===== src/rtl/imm_gen_pipe.sv =====
// RISC-V immediate generator feeding a 2-entry skid buffer with valid/ready handshakes.
// Counts accepted words with an unrecognised opcode in a saturating counter.
//
// state | meaning
// EMPTY | no entries held, head outputs invalid
// ONE   | head entry valid, second slot free
// FULL  | both entries valid, input stalled
module imm_gen_pipe #(
  parameter int XLEN        = 32,
  parameter bit BJ_BYTE_OFS = 1'b1,
  parameter int CNT_W       = 8
) (
  input  logic             clk_i,
  input  logic             rst_i,
  input  logic             flush_i,
  input  logic             valid_i,
  output logic             ready_o,
  input  logic [31:0]      instr_i,
  output logic             valid_o,
  input  logic             ready_i,
  output logic [XLEN-1:0]  imm_o,
  output logic [2:0]       fmt_o,
  output logic             illegal_o,
  output logic [CNT_W-1:0] illegal_cnt_o
);

  generate
    if (XLEN != 32 && XLEN != 64) begin : g_bad_xlen
      $error("imm_gen_pipe: XLEN must be 32 or 64");
    end
  endgenerate

  localparam logic [2:0] FMT_NONE  = 3'd0;
  localparam logic [2:0] FMT_I     = 3'd1;
  localparam logic [2:0] FMT_S     = 3'd2;
  localparam logic [2:0] FMT_B     = 3'd3;
  localparam logic [2:0] FMT_U     = 3'd4;
  localparam logic [2:0] FMT_J     = 3'd5;
  localparam logic [2:0] FMT_SHAMT = 3'd6;

  typedef enum logic [1:0] {EMPTY = 2'd0, ONE = 2'd1, FULL = 2'd2} state_t;

  typedef struct packed {
    logic [XLEN-1:0] imm;
    logic [2:0]      fmt;
    logic            ill;
  } entry_t;

  state_t     state_q, state_d;
  entry_t     dec, ent0_q, ent1_q;
  logic       push, pop;
  logic [6:0] opc;
  logic [2:0] funct3;

  assign opc    = instr_i[6:0];
  assign funct3 = instr_i[14:12];

  always_comb begin
    dec.imm = '0;
    dec.fmt = FMT_NONE;
    dec.ill = 1'b0;
    case (opc)
      7'b0010011, 7'b0000011, 7'b1100111: begin
        if (opc == 7'b0010011 && (funct3 == 3'b001 || funct3 == 3'b101)) begin
          dec.fmt = FMT_SHAMT;
          if (XLEN == 64) dec.imm = XLEN'(instr_i[25:20]);
          else            dec.imm = XLEN'(instr_i[24:20]);
        end else begin
          dec.fmt = FMT_I;
          dec.imm = XLEN'($signed(instr_i[31:20]));
        end
      end
      7'b0100011: begin
        dec.fmt = FMT_S;
        dec.imm = XLEN'($signed({instr_i[31:25], instr_i[11:7]}));
      end
      7'b1100011: begin
        dec.fmt = FMT_B;
        if (BJ_BYTE_OFS)
          dec.imm = XLEN'($signed({instr_i[31], instr_i[7], instr_i[30:25], instr_i[11:8], 1'b0}));
        else
          dec.imm = XLEN'($signed({instr_i[31], instr_i[7], instr_i[30:25], instr_i[11:8]}));
      end
      7'b0110111, 7'b0010111: begin
        dec.fmt = FMT_U;
        dec.imm = XLEN'($signed({instr_i[31:12], 12'b0}));
      end
      7'b1101111: begin
        dec.fmt = FMT_J;
        if (BJ_BYTE_OFS)
          dec.imm = XLEN'($signed({instr_i[31], instr_i[19:12], instr_i[20], instr_i[30:21], 1'b0}));
        else
          dec.imm = XLEN'($signed({instr_i[31], instr_i[19:12], instr_i[20], instr_i[30:21]}));
      end
      default: dec.ill = 1'b1;
    endcase
  end

  // ready_o depends only on the state register, so push never sees ready_i combinationally
  assign push = valid_i & ready_o & ~flush_i;
  assign pop  = valid_o & ready_i;

  always_ff @(posedge clk_i or negedge rst_i) begin
    if (!rst_i) state_q <= EMPTY;
    else        state_q <= state_d;
  end

  always_comb begin
    state_d = state_q;
    if (flush_i) begin
      state_d = EMPTY;
    end else begin
      case (state_q)
        EMPTY:   if (push) state_d = ONE;
        ONE: begin
          if (push && !pop)      state_d = FULL;
          else if (pop && !push) state_d = EMPTY;
        end
        FULL:    if (pop) state_d = ONE;
        default: state_d = EMPTY;
      endcase
    end
  end

  always_comb begin
    valid_o = 1'b0;
    ready_o = 1'b1;
    case (state_q)
      ONE:  valid_o = 1'b1;
      FULL: begin
        valid_o = 1'b1;
        ready_o = 1'b0;
      end
      default: ;
    endcase
  end

  always_ff @(posedge clk_i or negedge rst_i) begin
    if (!rst_i) begin
      ent0_q <= '0;
      ent1_q <= '0;
    end else if (!flush_i) begin
      case (state_q)
        EMPTY: if (push) ent0_q <= dec;
        ONE: begin
          if (push && pop) ent0_q <= dec;
          else if (push)   ent1_q <= dec;
        end
        FULL:  if (pop) ent0_q <= ent1_q;
        default: ;
      endcase
    end
  end

  always_ff @(posedge clk_i or negedge rst_i) begin
    if (!rst_i)                                     illegal_cnt_o <= '0;
    else if (push && dec.ill && illegal_cnt_o != '1) illegal_cnt_o <= illegal_cnt_o + 1'b1;
  end

  assign imm_o     = ent0_q.imm;
  assign fmt_o     = ent0_q.fmt;
  assign illegal_o = ent0_q.ill;

endmodule


===== config.mk =====
export PLATFORM = sky130hd
export DESIGN_NAME = imm_gen_pipe
export DESIGN_NICKNAME = d
export VERILOG_FILES = /design/src/rtl/imm_gen_pipe.sv
export SDC_FILE = /design/constraint.sdc
export NUM_CORES = 1
export LEC_CHECK = 0
export BUFFER_PORTS_ARGS = -buffer_cell sky130_fd_sc_hd__buf_2
export CORE_MARGIN = 5
export CORE_UTILIZATION = 40
export CTS_CLUSTER_SIZE = 8
export DETAILED_ROUTE_END_ITERATION = 10
export GPL_TIMING_DRIVEN = 0
export PLACE_DENSITY = 0.64
export SLEW_MARGIN = 20
export SYNTH_ARGS = -nofsm -noshare
export SYNTH_HDL_FRONTEND = slang
export SYNTH_SLANG_ARGS = --single-unit

===== constraint.sdc =====
create_clock -name clk_i -period 5 [get_ports clk_i]
set_clock_uncertainty 0.1 [all_clocks]
set_input_delay 1 -clock clk_i [delete_from_list [all_inputs] [get_ports clk_i]]
set_output_delay 1 -clock clk_i [all_outputs]
set_load 0.05 [all_outputs]

==> impl_summary.md, run 1 <==
Outcome
The flow ran to the end, and the final reports show no timing, DRC or antenna violations.

GRT
The number of global-route vias before repair is 3719. The number of antenna violations at the first check in global routing was 0. Summed over all layers, the global routing overflow is 0. For this run, the total global-route usage over all layers was measured as 0.192. The first global-routing pass estimated 19400 µm of wire. Entering global routing, the biggest net connects 50 pins.

Clocking
The number of hold buffers added after CTS is 0. For this design, the sink count on the clock tree is 82. TritonCTS built the clock tree. The number of cells upsized or downsized after cts is 0. The clock tree synthesis step divided the H-tree into 3 levels. The number of CTS-inserted buffers is 9.

The post-CTS repair timing setup buffer count is 0. CTS placed an instance of clkbuf_8 at the clock tree root. The buffer levels on the longest clock path is 2. The clock-pin slew on the worst setup and hold paths is 0.09 ns. The later pin in the worst-skew pair is clocked with a latency of 0.35 ns.

Routing
The remaining antenna violation count is 0. The first TritonRoute pass finished after 5 iterations. The total wire length after detailed routing is 11700 µm. The ratio of routed vias to standard cells is 5.44.

The number of design rule violations left after detail routing is 0. The average detailed-routed wire length per instance is 17.1 µm. In this run, the number of DRC markers left after iteration 0 of detailed routing was 265. The via count is 3717.

STA
The final setup violation count is 0. Subtracting the final worst setup slack from the clock period gives 3.16 ns. Setup repair after global routing left no endpoint under its margin. The total count of hold-check failures in the final report is 0. The measured slew at the worst slew-check pin is 0.873 ns. The worst pin sits at a relative slew slack of 0.412.

The final max-slew violation count is 0. Static timing analysis puts the maximum clock frequency at 316 MHz. The share of the clock period used by the worst path is 0.632. The post-route setup TNS is 0 ns.

Across all hold checks on the routed design, the worst slack comes to 0.372 ns.

Synth
After synthesis the cells add up to 4070 µm². The number of synthesized flops with an enable pin is 0. The post-synth net total is 494. Counting every instance in the synthesized netlist gives 452. Each instance of the synthesized netlist takes up on average 9.00 µm².

The most frequently used flop master after synthesis is dfrtp_1. During synthesis, Yosys emitted a total of 0 warnings. Synthesis inferred 82 register bits.

The portion of the post-synthesis area used by sequential elements is 0.504. Synthesis instantiated 48 different standard cells from the library. The share of async-settable or async-resettable flops after synthesis is 1.00.

Setup path
The worst register-to-register path has a depth of 8. Tracing the worst setup path back leads to its startpoint at state_q[0]. The critical path is of the flop to output pin type.

The maximum fanout along the worst path is 10. For flop-to-flop paths, the worst setup slack is 2.38 ns. In this run the critical register-to-register path is captured at imm_o[27]. In this run the critical register-to-register path is launched from state_q[0]. The worst setup path is captured at an output pin. The critical path data arrival time is 2.06 ns. The worst path required time is 3.90 ns. The capturing element of the worst setup path is ready_o. The startpoint type of the worst setup path is a flop.

Layout
Of the cells placed in the final design, the portion with a size suffix greater than 1 is 0.229. The filler cell count is 942. The library cells used most frequently in the layout, excluding fill and tap cells, are buf_2 (88), dfrtp_1 (82), nand2_1 (76). Relative to the synthesized area, the layout overhead comes to 20.8%.

The final layout contains 587 nets. The commonest non-fill, non-tap cell in the layout is buf_2. The number of antenna diodes in the final layout is 0.

Floorplan
From bottom edge to top edge, the die measures 111 µm. The full die area is 12300 µm². The total core area is 9860 µm².

The initialized floorplan defines 36 standard-cell rows. The horizontal extent of the die is 111 µm. In this run the count of I/O pins placed on the die edge is 83. The initial utilization of the core area, before any placement, comes to 0.412.

Place
The wire-length estimate of the detail-placed layout is 8310 µm. Port buffering added 81 buffers. At the end of routability-driven placement, the weighted congestion stood at 0.871.

Min path
In this run the worst hold path is classified as flop to flop.

Pwr
In this run the static leakage power is 2.27 nW. The peak supply drop is 0.247 mV. For this design the ratio of total power to cell area is 572 nW/µm².

Run
The number of violations of the max-capacitance limit is 0.
==> flip-flops by register name, indices dropped and copies added (netlist names) <==
register / flops
ent1_q: 36
fmt_o: 3
illegal_cnt_o: 8
state_q: 2
illegal_o: 1
imm_o: 32
==> cell type report <==
type,count,area [µm²],area share
repair buffers,82,435,0.0886
well taps,133,166,0.0339
flip-flops and latches,82,2050,0.418
plain buffers,30,149,0.0303
clock buffers,11,151,0.0308
clock inverters,5,85.1,0.0173
multi-input cells,334,1850,0.377
inverters,6,22.5,0.00458
==> critical path, stage by stage (launching register included) <==
cell and delay, ns:
dfrtp_1 0.39, inv_1 0.10, ha_1 0.28, inv_2 0.18, clkbuf_1 0.40, buf_2 0.35
==> cells in the mapped netlist (2+ instances only) <==
library cell | instances | area [µm²]
ha_1 | 5 | 62.6
and2_1 | 2 | 12.5
buf_2 | 8 | 40.0
o31ai_1 | 3 | 22.5
inv_1 | 5 | 18.8
nor3_1 | 4 | 20.0
nand2_1 | 76 | 285
nand4_1 | 3 | 18.8
nand3_1 | 17 | 85.1
o21ai_1 | 8 | 40.0
o211ai_1 | 11 | 82.6
nand3b_1 | 2 | 15.0
a31oi_1 | 2 | 12.5
and3b_1 | 2 | 17.5
o21a_1 | 2 | 15.0
nor2_1 | 39 | 146
clkbuf_1 | 17 | 63.8
nand2b_1 | 3 | 18.8
dfrtp_1 | 82 | 2050
a21oi_1 | 47 | 235
xnor2_1 | 8 | 70.1
o21ai_0 | 51 | 255
buf_4 | 3 | 22.5
o41ai_1 | 2 | 17.5
and3_1 | 11 | 68.8
a211oi_1 | 2 | 15.0
mux2_2 | 8 | 90.1
nor2b_1 | 4 | 25.0
buf_6 | 2 | 22.5
a22oi_1 | 4 | 30.0
o311ai_0 | 2 | 17.5
==> metal layers <==
metal  wire [µm]  vias to the layer above  GRT usage
li1            -                     1764          -
met1        5700                     1806      0.286
met2        5130                      132      0.282
met3         690                       15     0.0437
met4         136                        0     0.0493
met5           0                        -          0
==> metrics by stage <==
step / util / total power [mW] / instance area, µm² / std cells / setup WS, ns
after detailed placement: 0.474 / 2.26 / 4680 / 667 / 1.91
after global routing: 0.498 / 2.97 / 4910 / 683 / 1.70
after global placement: 0.470 / 2.24 / 4640 / 666 / 1.84
after floorplan: - / 1.91 / 4070 / 452 / 2.29
after CTS: 0.498 / 2.83 / 4910 / 683 / 1.83
final: 0.498 / 2.81 / 4910 / 683 / 1.84
==> cell families after synthesis <==
| kind of cell | count (synthesis) | synth area share |
|---|---|---|
| compound gates | 140 | 0.198 |
| xor+xnor | 9 | 0.0194 |
| fa+ha+maj | 5 | 0.0154 |
| buf+inv | 36 | 0.0421 |
| flops | 82 | 0.504 |
| mux | 9 | 0.0246 |
| simple gates | 171 | 0.196 |
==> where the power goes <==
group          leakage, nW  internal (mW)  switching [mW]
combinational         1.06          0.313           0.952
sequential            1.09          0.855           0.123
clock                0.116          0.312           0.255
==> worst min-delay path by stage <==
stage,startpoint,end,depth (start not counted)
2_1_floorplan,ent1_q[2],ent1_q[2],2
3_3_place_gp,fmt_o[1],fmt_o[1],2
3_5_place_dp,fmt_o[1],fmt_o[1],2
4_1_cts,fmt_o[1],fmt_o[1],2
5_1_grt,fmt_o[1],fmt_o[1],2
6_report,fmt_o[1],fmt_o[1],2
Note: power is estimated with default switching activity, not from simulation.
==> run 2: changes to the inputs <==
--- a/config.mk
+++ b/config.mk
@@ -11,7 +11,7 @@
 export CTS_CLUSTER_SIZE = 8
 export DETAILED_ROUTE_END_ITERATION = 10
 export GPL_TIMING_DRIVEN = 0
-export PLACE_DENSITY = 0.64
+export PLACE_DENSITY = 0.67
 export SLEW_MARGIN = 20
 export SYNTH_ARGS = -nofsm -noshare
 export SYNTH_HDL_FRONTEND = slang
==> constraint.sdc (replaced) <==
create_clock -name clk_i -period 2.7 [get_ports clk_i]
set_clock_uncertainty 0.1 [all_clocks]
set_input_delay 0.54 -clock clk_i [delete_from_list [all_inputs] [get_ports clk_i]]
set_output_delay 0.54 -clock clk_i [all_outputs]
set_load 0.05 [all_outputs]
==> impl_summary.md, run 2 (synthesis results as in run 1) <==
STA
Static timing analysis puts the maximum clock frequency at 396 MHz. The measured slew at the worst slew-check pin was 0.900 ns (was 0.873 ns). The total count of hold-check failures in the final report is 0 (unchanged). The final max-slew violation count came to 0 (unchanged).

The worst hold margin was 0.0197 ns (was 0.372 ns). After layout, the minimum clock period comes to 2.52 ns. RSZ-0062 raised after global routing: false (unchanged). The final setup violation count came to 0 (unchanged). The relative max-transition margin is 0.393 (was 0.412). Dividing the final minimum period by the clock period gives 0.935.

Floorplan
The total core area is 9860 µm² (unchanged). The number of cell rows is 36 (unchanged). The number of placed I/O pins is 83 (unchanged).

The vertical die dimension was 111 µm (unchanged). The horizontal extent of the die is 111 µm (unchanged). The initial cell density of the core was 0.412 (unchanged).

The full die area is 12300 µm² (unchanged).

Clocking
The later-pin clock latency in the skew report is 0.36 ns (was 0.35 ns). The number of hold buffers added after CTS is 0 (unchanged). The TritonCTS clock tree is done (unchanged).

The post-CTS repair timing setup buffer count is 0 (unchanged). The clock-pin slew on the worst setup and hold paths is 0.09 ns (about the same). The number of CTS-inserted buffers is 9 (unchanged). The CTS sink count is 82 (unchanged). The buffer levels on the longest clock path is 2 (unchanged).

The number of cells upsized or downsized after cts is 0 (unchanged). The depth of the CTS H-tree is 3 (unchanged). The clock root buffer was clkbuf_8 (unchanged).

GRT
The number of antenna violations at the first check in global routing is 0 (unchanged). The global router's overall resource usage is 0.196 (was 0.192). The pin count of the biggest net entering global routing is 52 (was 50). The wire length of the first global-routing pass came to 19500 µm (was 19400 µm).

The number of global-route vias before repair came to 3736 (was 3719). The total congestion overflow came to 0 (unchanged).

Routing
The total wire length after detailed routing was 11700 µm (about the same). The via count is 3717 (unchanged). The ratio of routed vias to standard cells came to 5.45 (was 5.44).

The uppermost metal layer occupied by signal nets is met4 (unchanged). The number of design rule violations left after detail routing is 0 (unchanged). The DRC violation total after the first TritonRoute iteration is 255 (was 265). The routed length on met1 came to 5420 µm (was 5700 µm). The routed length on met2 is 5350 µm (was 5130 µm). The average detailed-routed wire length per instance came to 17.1 µm (about the same). The remaining antenna violation count is 0 (unchanged).

The number of iterations in the first detailed-routing pass was 5 (unchanged). The total length of routed met3 wires is 740 µm (was 690 µm).

Setup path
The worst path required time is 2.89 ns (was 3.90 ns). The number of buffers and inverters on the critical path is 3 (was 4). The family with the most delay on the worst path is compound AO/OA/AOI/OAI gates (was buffers and inverters). The first element of the critical path is state_q[0] (unchanged). The type of the worst setup path is flop to flop (was flop to output pin).

Ordered cell list for the critical path: inv_1 -> ha_1 -> or3b_2 -> a21oi_2 -> o21a_1 -> buf_4 -> buf_2 -> o21ai_0 -> o21ai_1 (was inv_1 -> ha_1 -> inv_2 -> clkbuf_1 -> buf_2). The launch instance of the worst register-to-register path is state_q[0] (unchanged). The startpoint type of the worst setup path is a flop (unchanged). The critical path data arrival time came to 2.71 ns (was 2.06 ns). The delay contributed by the slowest stage of the critical path is 0.52 ns (was 0.40 ns). The cell type of the slowest stage on the worst timing path is or3b_2 (was clkbuf_1). The maximum fanout along the worst path was 10 (unchanged).

The kind of end point of the critical path is a flop (was output pin).

Layout
The utilization after layout is 0.495 (was 0.498). The area of all placed cells without fillers came to 4890 µm² (was 4910 µm²). The area growth from synthesis to layout is 20.1% (was 20.8%). The sequential cell area is 2050 µm² (unchanged). Most frequent cells in the layout: buf_2 (88), dfrtp_1 (82), nand2_1 (76) (unchanged). The filler cell count was 943 (was 942). The flip-flop count of the largest register, all copies and words added is 36 (unchanged).

The register containing the most flip-flops in the final layout is ent1_q (unchanged). The multi-input gate area in the final layout was 1860 µm² (was 1850 µm²). The fraction of final layout cells sized beyond drive strength 1 came to 0.233 (was 0.229).

The total inserted antenna cells is 0 (unchanged). The commonest non-fill, non-tap cell in the layout is buf_2 (unchanged). The final net count came to 586 (was 587).

Min path
The path class of the lowest-slack min-delay path is input pin to asynchronous set/reset pin (was flop to flop).

Outcome
Result of the run: complete, no violations (unchanged).

Pwr
The leakage dissipation was 2.25 nW (was 2.27 nW). The peak supply drop is 0.592 mV (was 0.247 mV). The total power per unit cell area is 1040 nW/µm² (was 572 nW/µm²).

Place
The number of I/O port buffers is 81 (unchanged). The post-DP HPWL was 8480 µm (was 8310 µm). The total placed instance area was 4680 µm² (unchanged). The placer's final routability congestion estimate was 0.886 (was 0.871).

Run
The number of violations of the max-capacitance limit came to 0 (unchanged).
## run 2: path summary, 6_finish.rpt
path	cells after the start	slack, ns	to
worst max-delay path	9	0.18	imm_o[18]
worst min-delay path	1	0.02	ent1_q[6]
worst max register to register	9	0.18	imm_o[18]
worst min register to register	2	0.37	fmt_o[1]
max in group asynchronous	2	1.89	ent1_q[14]
min in group clk_i	2	0.31	state_q[0]
## run 2: metrics by stage
step                power [mW]  setup WS, ns  setup TNS, ns  std cells
floorplan                 3.54         0.374              0        452
global placement          4.14      -0.00898       -0.00993        666
finish                    5.11         0.176              0        682
CTS                       5.14        0.0612              0        683
detailed placement        4.19        0.0936              0        667
global route              5.41        0.0103              0        682
## run 2: cell type report
cell class | count | share of cell area
plain buffers | 29 | 0.0302
well taps | 133 | 0.0341
multi-input cells | 334 | 0.380
inverters | 6 | 0.00461
flip-flops and latches | 82 | 0.420
clock inverters | 3 | 0.00947
repair buffers | 82 | 0.0891
clock buffers | 13 | 0.0325
## run 2: metal layers
layer | GRT usage | up-vias
li1 | - | 1763
met1 | 0.275 | 1796
met2 | 0.303 | 145
met3 | 0.0475 | 13
met4 | 0.0525 | 0
met5 | 0 | -
## run 2: worst register-to-register path: cells and delay by family, from the launching register on
family | cells | cell delay, ns
adders and majority gates | 1 | 0.28
and+or+nand+nor | 1 | 0.52
buffers and inverters | 3 | 0.51
DFF | 1 | 0.39
AOI/OAI and AO/OA | 4 | 0.66
## run 2: power by group
part	internal, mW	switching (mW)	total (mW)
logic	0.586	1.77	2.36
clock network	0.483	0.465	0.948
registers	1.58	0.219	1.80
total	2.65	2.45	5.11
==> run 3: changes to the inputs <==
--- a/config.mk
+++ b/config.mk
@@ -11,7 +11,7 @@
 export CTS_CLUSTER_SIZE = 8
 export DETAILED_ROUTE_END_ITERATION = 10
 export GPL_TIMING_DRIVEN = 0
-export PLACE_DENSITY = 0.67
+export PLACE_DENSITY = 0.64
 export SLEW_MARGIN = 20
 export SYNTH_ARGS = -nofsm -noshare
 export SYNTH_HDL_FRONTEND = slang
==> constraint.sdc (replaced) <==
create_clock -name clk_i -period 2.6 [get_ports clk_i]
set_clock_uncertainty 0.1 [all_clocks]
set_input_delay 0.52 -clock clk_i [delete_from_list [all_inputs] [get_ports clk_i]]
set_output_delay 0.52 -clock clk_i [all_outputs]
set_load 0.05 [all_outputs]
==> impl_summary.md, run 3 (synthesis results as in run 1) <==
Pwr
The peak supply drop is 0.480 mV (was 0.592 mV). The overall power is 5.43 mW (was 5.11 mW). The total power per unit cell area is 1100 nW/µm² (was 1040 nW/µm²). The leakage dissipation came to 2.27 nW (was 2.25 nW).

Layout
The fraction of final layout cells sized beyond drive strength 1 is 0.239 (was 0.233). The commonest non-fill, non-tap cell in the layout is buf_2 (unchanged). The filler cell count is 944 (was 943). The register containing the most flip-flops in the final layout was ent1_q (unchanged). The flip-flop count of the largest register, all copies and words added was 36 (unchanged). The area of all placed cells without fillers is 4940 µm² (was 4890 µm²). The final net count is 586 (unchanged).

The utilization after layout was 0.500 (was 0.495). The area growth from synthesis to layout is 21.3% (was 20.1%). The total inserted antenna cells is 0 (unchanged). Most frequent cells in the layout: buf_2 (87), dfrtp_1 (82), nand2_1 (76) (was buf_2 (88), dfrtp_1 (82), nand2_1 (76)).

Setup path
The type of the worst setup path was flop to flop (unchanged). The kind of end point of the critical path is a flop (unchanged). The delay contributed by the slowest stage of the critical path came to 0.43 ns (was 0.52 ns). The worst path required time came to 2.74 ns (was 2.89 ns). The maximum fanout along the worst path is 8 (was 10). Ordered cell list for the critical path: inv_1 -> ha_1 -> or3b_4 -> a41o_1 -> nor4_4 -> mux2_2 (was inv_1 -> ha_1 -> or3b_2 -> a21oi_2 -> o21a_1 -> buf_4 -> buf_2 -> o21ai_0 -> o21ai_1). The critical path data arrival time is 2.54 ns (was 2.71 ns). The startpoint type of the worst setup path is a flop (unchanged). The cell type of the slowest stage on the worst timing path is or3b_4 (was or3b_2).

Place
The number of I/O port buffers was 81 (unchanged). The post-DP HPWL is 8310 µm (was 8480 µm). The placer's final routability congestion estimate is 0.871 (was 0.886). The total placed instance area is 4680 µm² (unchanged).

Clocking
The depth of the CTS H-tree was 3 (unchanged). The TritonCTS clock tree was done (unchanged). The CTS sink count is 82 (unchanged).

The clock root buffer is clkbuf_8 (unchanged). The number of hold buffers added after CTS was 0 (unchanged). The post-CTS repair timing setup buffer count is 0 (unchanged).

The number of CTS-inserted buffers is 9 (unchanged). The clock-pin slew on the worst setup and hold paths is 0.09 ns (about the same). The buffer levels on the longest clock path came to 2 (unchanged). The later-pin clock latency in the skew report is 0.35 ns (was 0.36 ns).

GRT
The number of global-route vias before repair is 3716 (was 3736). The total congestion overflow came to 0 (unchanged). The global router's overall resource usage is 0.192 (was 0.196). The wire length of the first global-routing pass was 19300 µm (was 19500 µm).

The number of antenna violations at the first check in global routing came to 0 (unchanged). The pin count of the biggest net entering global routing is 50 (was 52).

Routing
The number of design rule violations left after detail routing is 0 (unchanged). The number of iterations in the first detailed-routing pass is 5 (unchanged). The DRC violation total after the first TritonRoute iteration is 280 (was 255). The total wire length after detailed routing is 11600 µm (was 11700 µm). The via count came to 3717 (unchanged). The remaining antenna violation count is 0 (unchanged). The average detailed-routed wire length per instance is 17.1 µm (about the same). The ratio of routed vias to standard cells is 5.45 (unchanged).

STA
The final setup violation count is 0 (unchanged). The clock period minus final worst setup slack is 2.40 ns (was 2.52 ns). The total count of hold-check failures in the final report is 0 (unchanged). The final max-slew violation count came to 0 (unchanged). The highest clock frequency the design can meet is 417 MHz (was 396 MHz). The worst hold margin is 0.0145 ns (was 0.0197 ns).

The measured slew at the worst slew-check pin is 0.890 ns (was 0.900 ns). The share of the clock period used by the worst path is 0.923 (was 0.935). The relative max-transition margin came to 0.400 (was 0.393).

Floorplan
The full die area is 12300 µm² (unchanged). The horizontal extent of the die is 111 µm (unchanged). The initial cell density of the core came to 0.412 (unchanged). The number of placed I/O pins was 83 (unchanged). The total core area was 9860 µm² (unchanged). The vertical die dimension is 111 µm (unchanged). The number of cell rows is 36 (unchanged).

Outcome
Result of the run: complete, no violations (unchanged).

Min path
The path class of the lowest-slack min-delay path is input pin to asynchronous set/reset pin (unchanged).

Run
The number of violations of the max-capacitance limit was 0 (unchanged).
## run 3: cell count changes in the layout (fill, tap and decap cells not counted), sizes merged
cell,delta
clkbuf,-1
buf,-1
bufinv,+1
clkinv,+1
## run 3: cell type report
cell class	instances	area, µm²	area share
Sequential cell	82	2050	0.416
Multi-Input combinational cell	334	1870	0.379
Timing Repair Buffer	82	435	0.0882
Tap cell	133	166	0.0337
Clock buffer	11	151	0.0307
Buffer	29	150	0.0304
Clock inverter	5	85.1	0.0172
Inverter	6	22.5	0.00456
## run 3: metal layers
layer / global-route usage / vias up / routed length [µm]
met2: 0.282 / 140 / 5110
met1: 0.285 / 1798 / 5640
met3: 0.0437 / 13 / 764
li1: - / 1766 / -
met4: 0.0493 / 0 / 119
met5: 0 / - / 0
## run 3: critical path: cells and delay by family, from the launching register on
kind	cells	cell delay (ns)
adders and majority gates	1	0.28
buffers and inverters	1	0.10
muxes	1	0.39
AOI/OAI and AO/OA	1	0.24
and+or+nand+nor	2	0.79
DFF	1	0.39
## run 3: stage by stage
step / setup TNS, ns / cells / worst slack, ns
final: 0 / 682 / 0.201
after global routing: -0.00752 / 682 / -0.00752
after CTS: 0 / 682 / 0.0240
after detailed placement: -0.0146 / 667 / -0.0105
after global placement: -0.551 / 666 / -0.0777
after floorplan: 0 / 452 / 0.274
## run 3: final timing paths
kind / startpoint / to / slack [ns] / cells after the start
min in group clk_i: flush_i / state_q[0] / 0.30 / 2
max in group asynchronous: rst_i / ent1_q[25] / 1.78 / 2
setup / recovery: state_q[0] / illegal_cnt_o[1] / 0.20 / 6
setup reg to reg: state_q[0] / illegal_cnt_o[1] / 0.20 / 6
hold reg to reg: fmt_o[1] / fmt_o[1] / 0.37 / 2
hold / removal: rst_i / fmt_o[1] / 0.01 / 1
## run 3: timing repair
item	CTS	global route
gates resized for setup	0	11
endpoints found under the hold margin	0	0
gates cloned	0	0
setup endpoints to repair	1	35
## run 3: power by group
| part | leakage [nW] | switching [mW] | total [mW] | internal (mW) |
|---|---|---|---|---|
| registers | 1.09 | 0.236 | 1.88 | 1.64 |
| clock network | 0.116 | 0.493 | 1.09 | 0.599 |
| logic | 1.07 | 1.84 | 2.46 | 0.616 |
| total | 2.27 | 2.57 | 5.43 | 2.86 |
